$ cat src/rtl/motor_speed_ctrl_if.sv
// Signal bundle between the speed controller and its rpm source / motor driver.
interface motor_speed_ctrl_if;
    logic       enable;
    logic [7:0] target_rpm;
    logic [7:0] rpm;
    logic       rpm_valid;
    logic       fault_clr;
    logic       pwm;
    logic [7:0] duty;
    logic [1:0] state;
    logic       stall;

    modport master (
        output enable, target_rpm, rpm, rpm_valid, fault_clr,
        input  pwm, duty, state, stall
    );

    modport slave (
        input  enable, target_rpm, rpm, rpm_valid, fault_clr,
        output pwm, duty, state, stall
    );
endinterface

$ cat src/rtl/motor_speed_ctrl.sv
// Closed-loop motor speed controller: soft-start ramp, deadband regulation,
// stall fault, and an 8-bit PWM whose duty is applied at period boundaries.
module motor_speed_ctrl #(
    parameter int unsigned RAMP_STEP     = 1,
    parameter int unsigned STEP_MAX      = 8,
    parameter int unsigned DEADBAND      = 2,
    parameter int unsigned STALL_DUTY    = 64,
    parameter int unsigned STALL_SAMPLES = 4
) (
    input  logic             cclk,
    input  logic             rst,
    motor_speed_ctrl_if.slave bus
);

    localparam int unsigned SCW = $clog2(STALL_SAMPLES + 1);
    localparam logic signed [8:0] DB_S   = 9'(DEADBAND);
    localparam logic signed [8:0] STEP_S = 9'(STEP_MAX);

    typedef enum logic [1:0] {
        IDLE  = 2'b00,
        RAMP  = 2'b01,
        RUN   = 2'b10,
        FAULT = 2'b11
    } state_t;

    state_t           st, st_nx;
    logic [7:0]       cnt;
    logic [7:0]       duty;
    logic [7:0]       duty_next, duty_next_nx;
    logic [SCW-1:0]   stall_cnt, stall_cnt_nx;
    logic             pwm_q;
    logic             force_zero;

    logic signed [8:0] err;
    logic signed [8:0] delta;
    logic signed [9:0] run_sum;
    logic [7:0]        run_sat;
    logic [8:0]        ramp_sum;
    logic [7:0]        ramp_sat;
    logic [7:0]        run_thresh;
    logic              in_band;
    logic              stall_hit;
    logic [SCW-1:0]    stall_inc;

    // Datapath for the per-sample duty update candidates
    always_comb begin
        err     = $signed({1'b0, bus.target_rpm}) - $signed({1'b0, bus.rpm});
        in_band = (err <= DB_S) && (err >= -DB_S);
        delta   = err >>> 1;
        if (delta > STEP_S)
            delta = STEP_S;
        else if (delta < -STEP_S)
            delta = -STEP_S;
        run_sum = $signed({2'b00, duty_next}) + $signed({delta[8], delta});
        if (run_sum < 10'sd0)
            run_sat = '0;
        else if (run_sum > 10'sd255)
            run_sat = '1;
        else
            run_sat = run_sum[7:0];

        ramp_sum = {1'b0, duty_next} + 9'(RAMP_STEP);
        ramp_sat = ramp_sum[8] ? '1 : ramp_sum[7:0];

        run_thresh = (bus.target_rpm > 8'(DEADBAND)) ? bus.target_rpm - 8'(DEADBAND) : '0;

        stall_hit = (bus.rpm == '0) && (duty >= 8'(STALL_DUTY));
        stall_inc = (stall_cnt >= SCW'(STALL_SAMPLES)) ? stall_cnt : stall_cnt + 1'b1;
    end

    always_comb begin
        st_nx        = st;
        duty_next_nx = duty_next;
        stall_cnt_nx = stall_cnt;
        unique case (st)
            IDLE: begin
                duty_next_nx = '0;
                stall_cnt_nx = '0;
                if (bus.enable && bus.target_rpm != '0)
                    st_nx = RAMP;
            end
            RAMP, RUN: begin
                if (!bus.enable || bus.target_rpm == '0) begin
                    st_nx        = IDLE;
                    duty_next_nx = '0;
                    stall_cnt_nx = '0;
                end else if (bus.rpm_valid) begin
                    stall_cnt_nx = stall_hit ? stall_inc : '0;
                    if (stall_cnt_nx == SCW'(STALL_SAMPLES)) begin
                        st_nx        = FAULT;
                        duty_next_nx = '0;
                    end else if (st == RAMP) begin
                        duty_next_nx = ramp_sat;
                        if (bus.rpm >= run_thresh)
                            st_nx = RUN;
                    end else if (!in_band) begin
                        duty_next_nx = run_sat;
                    end
                end
            end
            FAULT: begin
                duty_next_nx = '0;
                if (bus.fault_clr && !bus.enable) begin
                    st_nx        = IDLE;
                    stall_cnt_nx = '0;
                end
            end
        endcase
        force_zero = (st_nx == IDLE) || (st_nx == FAULT);
    end

    always_ff @(posedge cclk or posedge rst) begin
        if (rst) begin
            st        <= IDLE;
            duty_next <= '0;
            stall_cnt <= '0;
        end else begin
            st        <= st_nx;
            duty_next <= duty_next_nx;
            stall_cnt <= stall_cnt_nx;
        end
    end

    // Disable and fault bypass the period boundary; otherwise duty takes the
    // pre-update duty_next on the last count of the period.
    always_ff @(posedge cclk or posedge rst) begin
        if (rst) begin
            cnt   <= '0;
            duty  <= '0;
            pwm_q <= 1'b0;
        end else begin
            cnt   <= (cnt == 8'd254) ? '0 : cnt + 8'd1;
            pwm_q <= (cnt < duty);
            if (force_zero)
                duty <= '0;
            else if (cnt == 8'd254)
                duty <= duty_next;
        end
    end

    assign bus.pwm   = pwm_q;
    assign bus.duty  = duty;
    assign bus.state = st;
    assign bus.stall = (st == FAULT);

endmodule

$ cat src/flat_wrapper.sv
// flat-port wrapper written by rule: the top's interface ports become plain ports
module motor_speed_ctrl_flat 
#(
    parameter int unsigned RAMP_STEP     = 1,
    parameter int unsigned STEP_MAX      = 8,
    parameter int unsigned DEADBAND      = 2,
    parameter int unsigned STALL_DUTY    = 64,
    parameter int unsigned STALL_SAMPLES = 4
)
  (cclk, rst, bus_enable, bus_target_rpm, bus_rpm, bus_rpm_valid, bus_fault_clr, bus_pwm, bus_duty, bus_state, bus_stall);
  motor_speed_ctrl_if bus_i ();
  input  logic cclk;
  input  logic rst;
  input wire logic [$bits(bus_i.enable)-1:0] bus_enable;
  input wire logic [$bits(bus_i.target_rpm)-1:0] bus_target_rpm;
  input wire logic [$bits(bus_i.rpm)-1:0] bus_rpm;
  input wire logic [$bits(bus_i.rpm_valid)-1:0] bus_rpm_valid;
  input wire logic [$bits(bus_i.fault_clr)-1:0] bus_fault_clr;
  output wire logic [$bits(bus_i.pwm)-1:0] bus_pwm;
  output wire logic [$bits(bus_i.duty)-1:0] bus_duty;
  output wire logic [$bits(bus_i.state)-1:0] bus_state;
  output wire logic [$bits(bus_i.stall)-1:0] bus_stall;
  assign bus_i.enable = bus_enable;
  assign bus_i.target_rpm = bus_target_rpm;
  assign bus_i.rpm = bus_rpm;
  assign bus_i.rpm_valid = bus_rpm_valid;
  assign bus_i.fault_clr = bus_fault_clr;
  assign bus_pwm = bus_i.pwm;
  assign bus_duty = bus_i.duty;
  assign bus_state = bus_i.state;
  assign bus_stall = bus_i.stall;
  motor_speed_ctrl #(.RAMP_STEP(RAMP_STEP), .STEP_MAX(STEP_MAX), .DEADBAND(DEADBAND), .STALL_DUTY(STALL_DUTY), .STALL_SAMPLES(STALL_SAMPLES)) u_core (.cclk(cclk), .rst(rst), .bus(bus_i));
endmodule
$ cat config.mk
export PLATFORM = sky130hd
export DESIGN_NAME = motor_speed_ctrl_flat
export DESIGN_NICKNAME = d
export VERILOG_FILES = /design/src/rtl/motor_speed_ctrl_if.sv /design/src/rtl/motor_speed_ctrl.sv /design/src/flat_wrapper.sv
export SDC_FILE = /design/constraint.sdc
export NUM_CORES = 1
export LEC_CHECK = 0
export CAP_MARGIN = 15
export CORE_MARGIN = 2
export CORE_UTILIZATION = 40
export DETAILED_ROUTE_END_ITERATION = 10
export SYNTH_ARGS = -nofsm -noshare
export SYNTH_HDL_FRONTEND = slang
export SYNTH_SLANG_ARGS = --single-unit
$ cat constraint.sdc
create_clock -name cclk -period 7.9 [get_ports cclk]
set_input_delay 1.185 -clock cclk [delete_from_list [all_inputs] [get_ports cclk]]
set_output_delay 1.185 -clock cclk [all_outputs]
set_load 0.02 [all_outputs]
# --- After elaboration in Yosys (flattened, before gate mapping) ---
# Cells that the tools add are included.
totals:
  reg_bits: 30
  output_inout_bits: 12
  wordCells: 78
classes:
  add_sub_neg: 6
  n_lt_le_gt_ge: 11
  eq_ne: 9
  n_mux: 29
  reduce_logical: 17
ops:
  columns: ["operator", "count"]
  rows:
  - ["8-bit 2-to-1 mux", 12]
  - ["9-bit 2-to-1 mux", 2]
  - ["8-bit logical NOT", 2]
  - ["8-bit one-hot mux with 2 select lines", 1]
  - ["3-bit 2-to-1 mux", 5]
  - ["2-bit 2-to-1 mux", 7]
  - ["9-bit by 9-bit adder with 10-bit output", 1]
  - ["10-bit by 9-bit greater-than comparator with 1-bit output, second input constant", 1]
  - ["10-bit by 1-bit < comparator with 1-bit output, second input constant", 1]
  - ["8-bit by 1-bit adder with 9-bit output, second input constant", 1]
  - ["9-bit by 2-bit greater-or-equal comparator with 1-bit output, second input constant", 1]
  - ["9-bit by 3-bit less-or-equal comparator with 1-bit output, second input constant", 1]
  - ["3-bit one-hot mux with 3 select lines", 1]
  - ["8-bit by 8-bit subtractor with 9-bit output", 1]
  - ["8-bit by 1-bit adder with 8-bit output, second input constant", 1]
  - ["8-bit == test, second input constant", 1]
  - ["8-bit by 7-bit greater-or-equal comparator with 1-bit output, second input constant", 1]
  - ["8-bit greater-or-equal comparator", 1]
  - ["8-bit by 2-bit greater-than comparator with 1-bit output, second input constant", 1]
  - ["8-bit by 5-bit greater-than comparator with 1-bit output, second input constant", 1]
  - ["8-bit by 4-bit < comparator with 1-bit output, second input constant", 1]
  - ["8-bit < comparator", 1]
  - ["8-bit nonzero test", 1]
  - ["8-bit by 2-bit subtractor with 8-bit output, second input constant", 1]
  - ["other kinds (16)", 25]

# --- Depth between registers and ports, before layout ---
logic_depth:
  ltp_word: 14
  ltp_mapped: 21
  mapped_depth_nobuf: 21

# --- Least setup slack after synthesis ---
# Ideal clock, no wire load.
synth_timing:
  path_kind: "input port to flip-flop"
  startpoint: "input port bus_target_rpm[0]"
  endpoint: "register u_core.duty_next[7]"
  setup_ns: 0.121
  t_arrival_ns: 5.098
  slack_ns: 2.681
  cell_stages: 20
  path_cell_list: "inv_1 -> ha_1 -> inv_1 -> fa_1 -> a211oi_1 -> o21bai_1 -> a21oi_1 -> xnor2_1 -> nor3_1 -> a21oi_1 -> nor2_1 -> ha_1 -> fa_1 -> a211o_1 -> o211ai_1 -> a221o_1 -> nor4_1 -> nor4_2 -> a22oi_1 -> a22o_1"
synth_between:
  elab_chain_cells: 14
synth_lines:
  columns: ["element", "line", "rtl"]
  rows:
  - ["from (decl)", "flat_wrapper.sv:15", "input wire logic [$bits(bus_i.target_rpm)-1:0] bus_target_rpm;"]
  - ["8-bit by 8-bit subtractor with 9-bit output", "motor_speed_ctrl.sv:47", "err = $signed({1'b0, bus.target_rpm}) - $signed({1'b0, bus.rpm});"]
  - ["8-bit by 4-bit < comparator with 1-bit output", "motor_speed_ctrl.sv:52", "else if (delta < -STEP_S)"]
  - ["9-bit 2-to-1 mux", "motor_speed_ctrl.sv:52", null]
  - ["9-bit 2-to-1 mux", "motor_speed_ctrl.sv:50", "if (delta > STEP_S)"]
  - ["9-bit by 9-bit adder with 10-bit output", "motor_speed_ctrl.sv:54", "run_sum = $signed({2'b00, duty_next}) + $signed({delta[8], delta});"]
  - ["10-bit by 9-bit greater-than comparator with 1-bit output", "motor_speed_ctrl.sv:57", "else if (run_sum > 10'sd255)"]
  - ["8-bit 2-to-1 mux", "motor_speed_ctrl.sv:57", null]
  - ["8-bit 2-to-1 mux", "motor_speed_ctrl.sv:55", "if (run_sum < 10'sd0)"]
  - ["8-bit 2-to-1 mux", "motor_speed_ctrl.sv:96", "end else if (!in_band) begin"]
  - ["8-bit 2-to-1 mux", "motor_speed_ctrl.sv:92", "end else if (st == RAMP) begin"]
  - ["8-bit 2-to-1 mux", "motor_speed_ctrl.sv:89", "if (stall_cnt_nx == SCW'(STALL_SAMPLES)) begin"]
  - ["8-bit 2-to-1 mux", "motor_speed_ctrl.sv:87", "end else if (bus.rpm_valid) begin"]
  - ["8-bit 2-to-1 mux", "motor_speed_ctrl.sv:83", "if (!bus.enable || bus.target_rpm == '0) begin"]
  - ["8-bit one-hot mux with 2 select lines", "motor_speed_ctrl.sv:75", "unique case (st)"]
  - ["to (signal assigned)", "motor_speed_ctrl.sv:119", "duty_next <= duty_next_nx;"]
  - ["to (decl)", "motor_speed_ctrl.sv:29", "logic [7:0] duty_next, duty_next_nx;"]
# Several ways; a longest one is shown, not always the timed one. The select of a mux whose other input is x is not followed.
# A chain may end at the register's enable or synchronous reset.

# --- Worst setup path after layout ---
layout_timing:
  startpoint: "input port bus_target_rpm[0]"
  endpoint: "register u_core.duty_next[1]"
# Same word-level chain as after synthesis.

==> results.md <==
- Max Cap Viol: 0
- Synth unique cells: 65
- Number of synthesized flops with an enable pin: 0
- RSZ-0062 raised after global routing: false
- Crit path arrival time: 6.28 ns
- Nets: 488
- CTS H-tree lvls: 2
- Worst path max stage delay: 0.63 ns
- Number of global-route vias before repair: 2,690
- Via density: 5.47
- Clk sinks: 30
- DR DRC count: 0
- Largest net degree at the start of global routing: 31
- Worst slew pin tran: 0.689 ns
- Most frequent cells in the layout: 44 x inv_1, 43 x ha_1, 32 x nor2_1, 32 x clkdlybuf4s50_1, 30 x dfrtp_1
- Worst Hold Class: reg2reg
- GRT Overall Usage: 17.5%
- Clk Latency, worst-skew pair: 0.27 ns
- Critical path peak fanout: 8
- GPL Wtd Cong: 0.822
- Layout Area Growth over Synthesis: 15.6%
- Commonest non-fill, non-tap cell in the layout: inv_1
- Die Y-Extent: 95.2 um
- Hold Worst Slack: 0.523 ns
- Worst reg-to-reg path cell count: 9
- Post-route setup TNS: 0 ns
- Post-synthesis cell count: 387
- Kind of critical path: in2reg
- Via count: 2,879
- Post-CTS Setup Bufs: 0
- Initial Utilization: 40.9%
- Cts bufs inserted: 5
- Layout cells sized above 1: 7.36%
- Final Hold Fails: 0
- Final Setup Violations: 0
- Syn_nets: 453
- Critical Path RT: 8.06 ns
- Top_reg_cell synth: dfrtp_1
- Most common cell on crit path: inv_1
- Antenna diode instance count: 0
- Std-Cell Core Area: 8130 sq um
- Post-CTS Hold Fix Bufs: 0
- Seq/Total Area, Yosys: 22.6%
- Area of the multi-input gates: 2370 sq um
- Critical path's slowest cell: nor4_1
- Fin Clk Skew: 0.00464 ns
- First-pass GRT wire length: 12.8 mm
- Die Footprint: 9070 sq um
- Leak: 0.00175 uW
- Initial antenna violation count: 0
- Antenna-violating nets left: 0
- DRT Wirelength: 7.64 mm
- Root buf cell: clkbuf_8
- FP Rows: 33
- Cell Area, Synth: 3330 sq um
- Tmin final: 6.12 ns
- Relative slew margins: 53.7%
- Yosys warns: 0
- Status: complete, no violations
- Reg clk slew, reported paths: 0.06 ns
- DR pass1 iterations: 4
- DR iter-0 viols: 155
- PD cells: 165 nW/um^2
- Max Clock Freq: 164 MHz
- Syn_area_per_cell: 8.60 sq um
- Synth area leaders: dfrtp_1 23%, ha_1 16%, inv_1 5.0%, xor2_1 3.7%, mux2_4 3.6%
- TritonCTS clock tree: done
- Asr flop ratio synth: 100%
- CP endpoint kind: flip-flop
- CTS Buffer Depth: 2
- Top cell type's share of synthesized area: 22.6%
- Crit-path cells: clkdlybuf4s50_1 -> inv_1 -> ha_1 -> inv_1 -> fa_1 -> a211oi_1 -> o21bai_1 -> a21oi_1 -> xnor2_1 -> nor4_1 -> inv_1 -> ha_1 -> a21oi_1 -> o22ai_1 -> o41a_1 -> and4_1 -> nor4_2 -> nand2b_1 -> a32o_1
- Peak VDD IR: 0.0623 mV
- FILL cells: 807
- Max Slew Vio Count: 0
- Wire per inst: 14.5 um
- Largest area contributor in the netlist: dfrtp_1
- PortBufs: 32
- Register area: 751 sq um
- GR Overflow Total: 0
- Startpoint Class: input port
- CTS resizes: 0
- Worst Hold Path Cells: 1
- Tcrit/Tclk final: 77.4%
- DP HPWL: 6.16 mm
- Die Wd: 95.2 um
- Yosys reg bits: 30
- Ports: 33
[per-layer routing]
metal	part of all wire [%]	up-vias	global-route usage, %
li1	-	1458	-
met1	49	1376	24.9
met2	48	43	28.6
met3	3.1	2	1.74
met4	0.43	0	4.23
met5	0	-	0
[worst paths after layout]
kind	slack, ns	end	from
worst max-delay path	1.78	u_core.duty_next[1]	bus_target_rpm[0]
worst min-delay path	0.52	u_core.cnt[0]	u_core.cnt[0]
worst max register to register	4.89	u_core.duty_next[1]	u_core.duty_next[0]
worst min register to register	0.52	u_core.cnt[0]	u_core.cnt[0]
max in group asynchronous	6.32	u_core.bus.duty[0]	rst
min in group asynchronous	1.30	u_core.bus.state[1]	rst
[cell families after synthesis]
family | after synthesis | share of synthesized area [%]
AOI/OAI and AO/OA | 92 | 20.9
xor gates and xnor gates | 24 | 6.32
adders and majority gates | 45 | 17.4
buffers and inverters | 53 | 6.24
DFF | 30 | 22.6
muxes | 18 | 6.62
and+or+nand+nor | 125 | 20.0
[cell usage after synthesis (all sizes together), types with 2 or more instances]
cell type / instances
a32o: 3
mux2i: 10
nor2: 32
o22a: 2
fa: 2
o31a: 2
nand4: 4
nor3: 6
or2: 3
o21a: 2
a22oi: 3
o21bai: 2
buf: 2
nand2: 20
and4: 3
o21ai: 13
nor4: 8
nor3b: 2
a221o: 2
a2111o: 2
and3: 2
a22o: 3
ha: 43
nand2b: 11
a221oi: 4
clkbuf: 4
o211ai: 5
a211oi: 3
xor2: 14
a21o: 8
o31ai: 2
or3: 2
a211o: 2
xnor2: 10
a21oi: 21
o311a: 2
nor2b: 12
mux2: 8
nand3: 11
dfrtp: 30
inv: 47
and2: 4
o22ai: 3
[report_power, final]
part,switching (uW),internal (uW),total (uW)
Clock,53.7,67.1,121
Combinational,182,140,321
Sequential,25.9,166,192
[state kept, by name, summed over array words and instances (netlist names)]
| signal | count |
|---|---|
| u_core.bus.state | 2 |
| u_core.cnt | 8 |
| u_core.stall_cnt | 3 |
| u_core.duty_next | 8 |
| u_core.bus.duty | 8 |
| u_core.bus.pwm | 1 |
[final cells by class]
cell class                 instances  area share, %
timing repair buffer              34           8.72
inverter                          47           4.59
clock buffer                       6           2.15
sequential                        30           19.5
multi-input combinational        304           61.6
tap                              105           3.42
[critical path: cells and delay by family]
family / cells / cell delay, ns
AOI/OAI and AO/OA: 7 / 1.65
xor gates and xnor gates: 1 / 0.13
adders and majority gates: 3 / 0.96
buffers and inverters: 4 / 0.76
and+or+nand+nor: 4 / 1.59
[metrics by stage]
stage / std cells / util, % / power, uW / cell area [sq um] / setup WS [ns]
final: 526 / 47.3 / 634 / 3850 / 1.78
after global routing: 526 / 47.3 / 682 / 3850 / 1.26
after CTS: 526 / 47.3 / 639 / 3850 / 1.80
after detailed placement: 520 / 46.3 / 517 / 3760 / 1.50
after global placement: 520 / 46.3 / 511 / 3760 / 1.63
after floorplan: 387 / - / 433 / 3330 / 2.68
(Power assumes the default switching activity.)
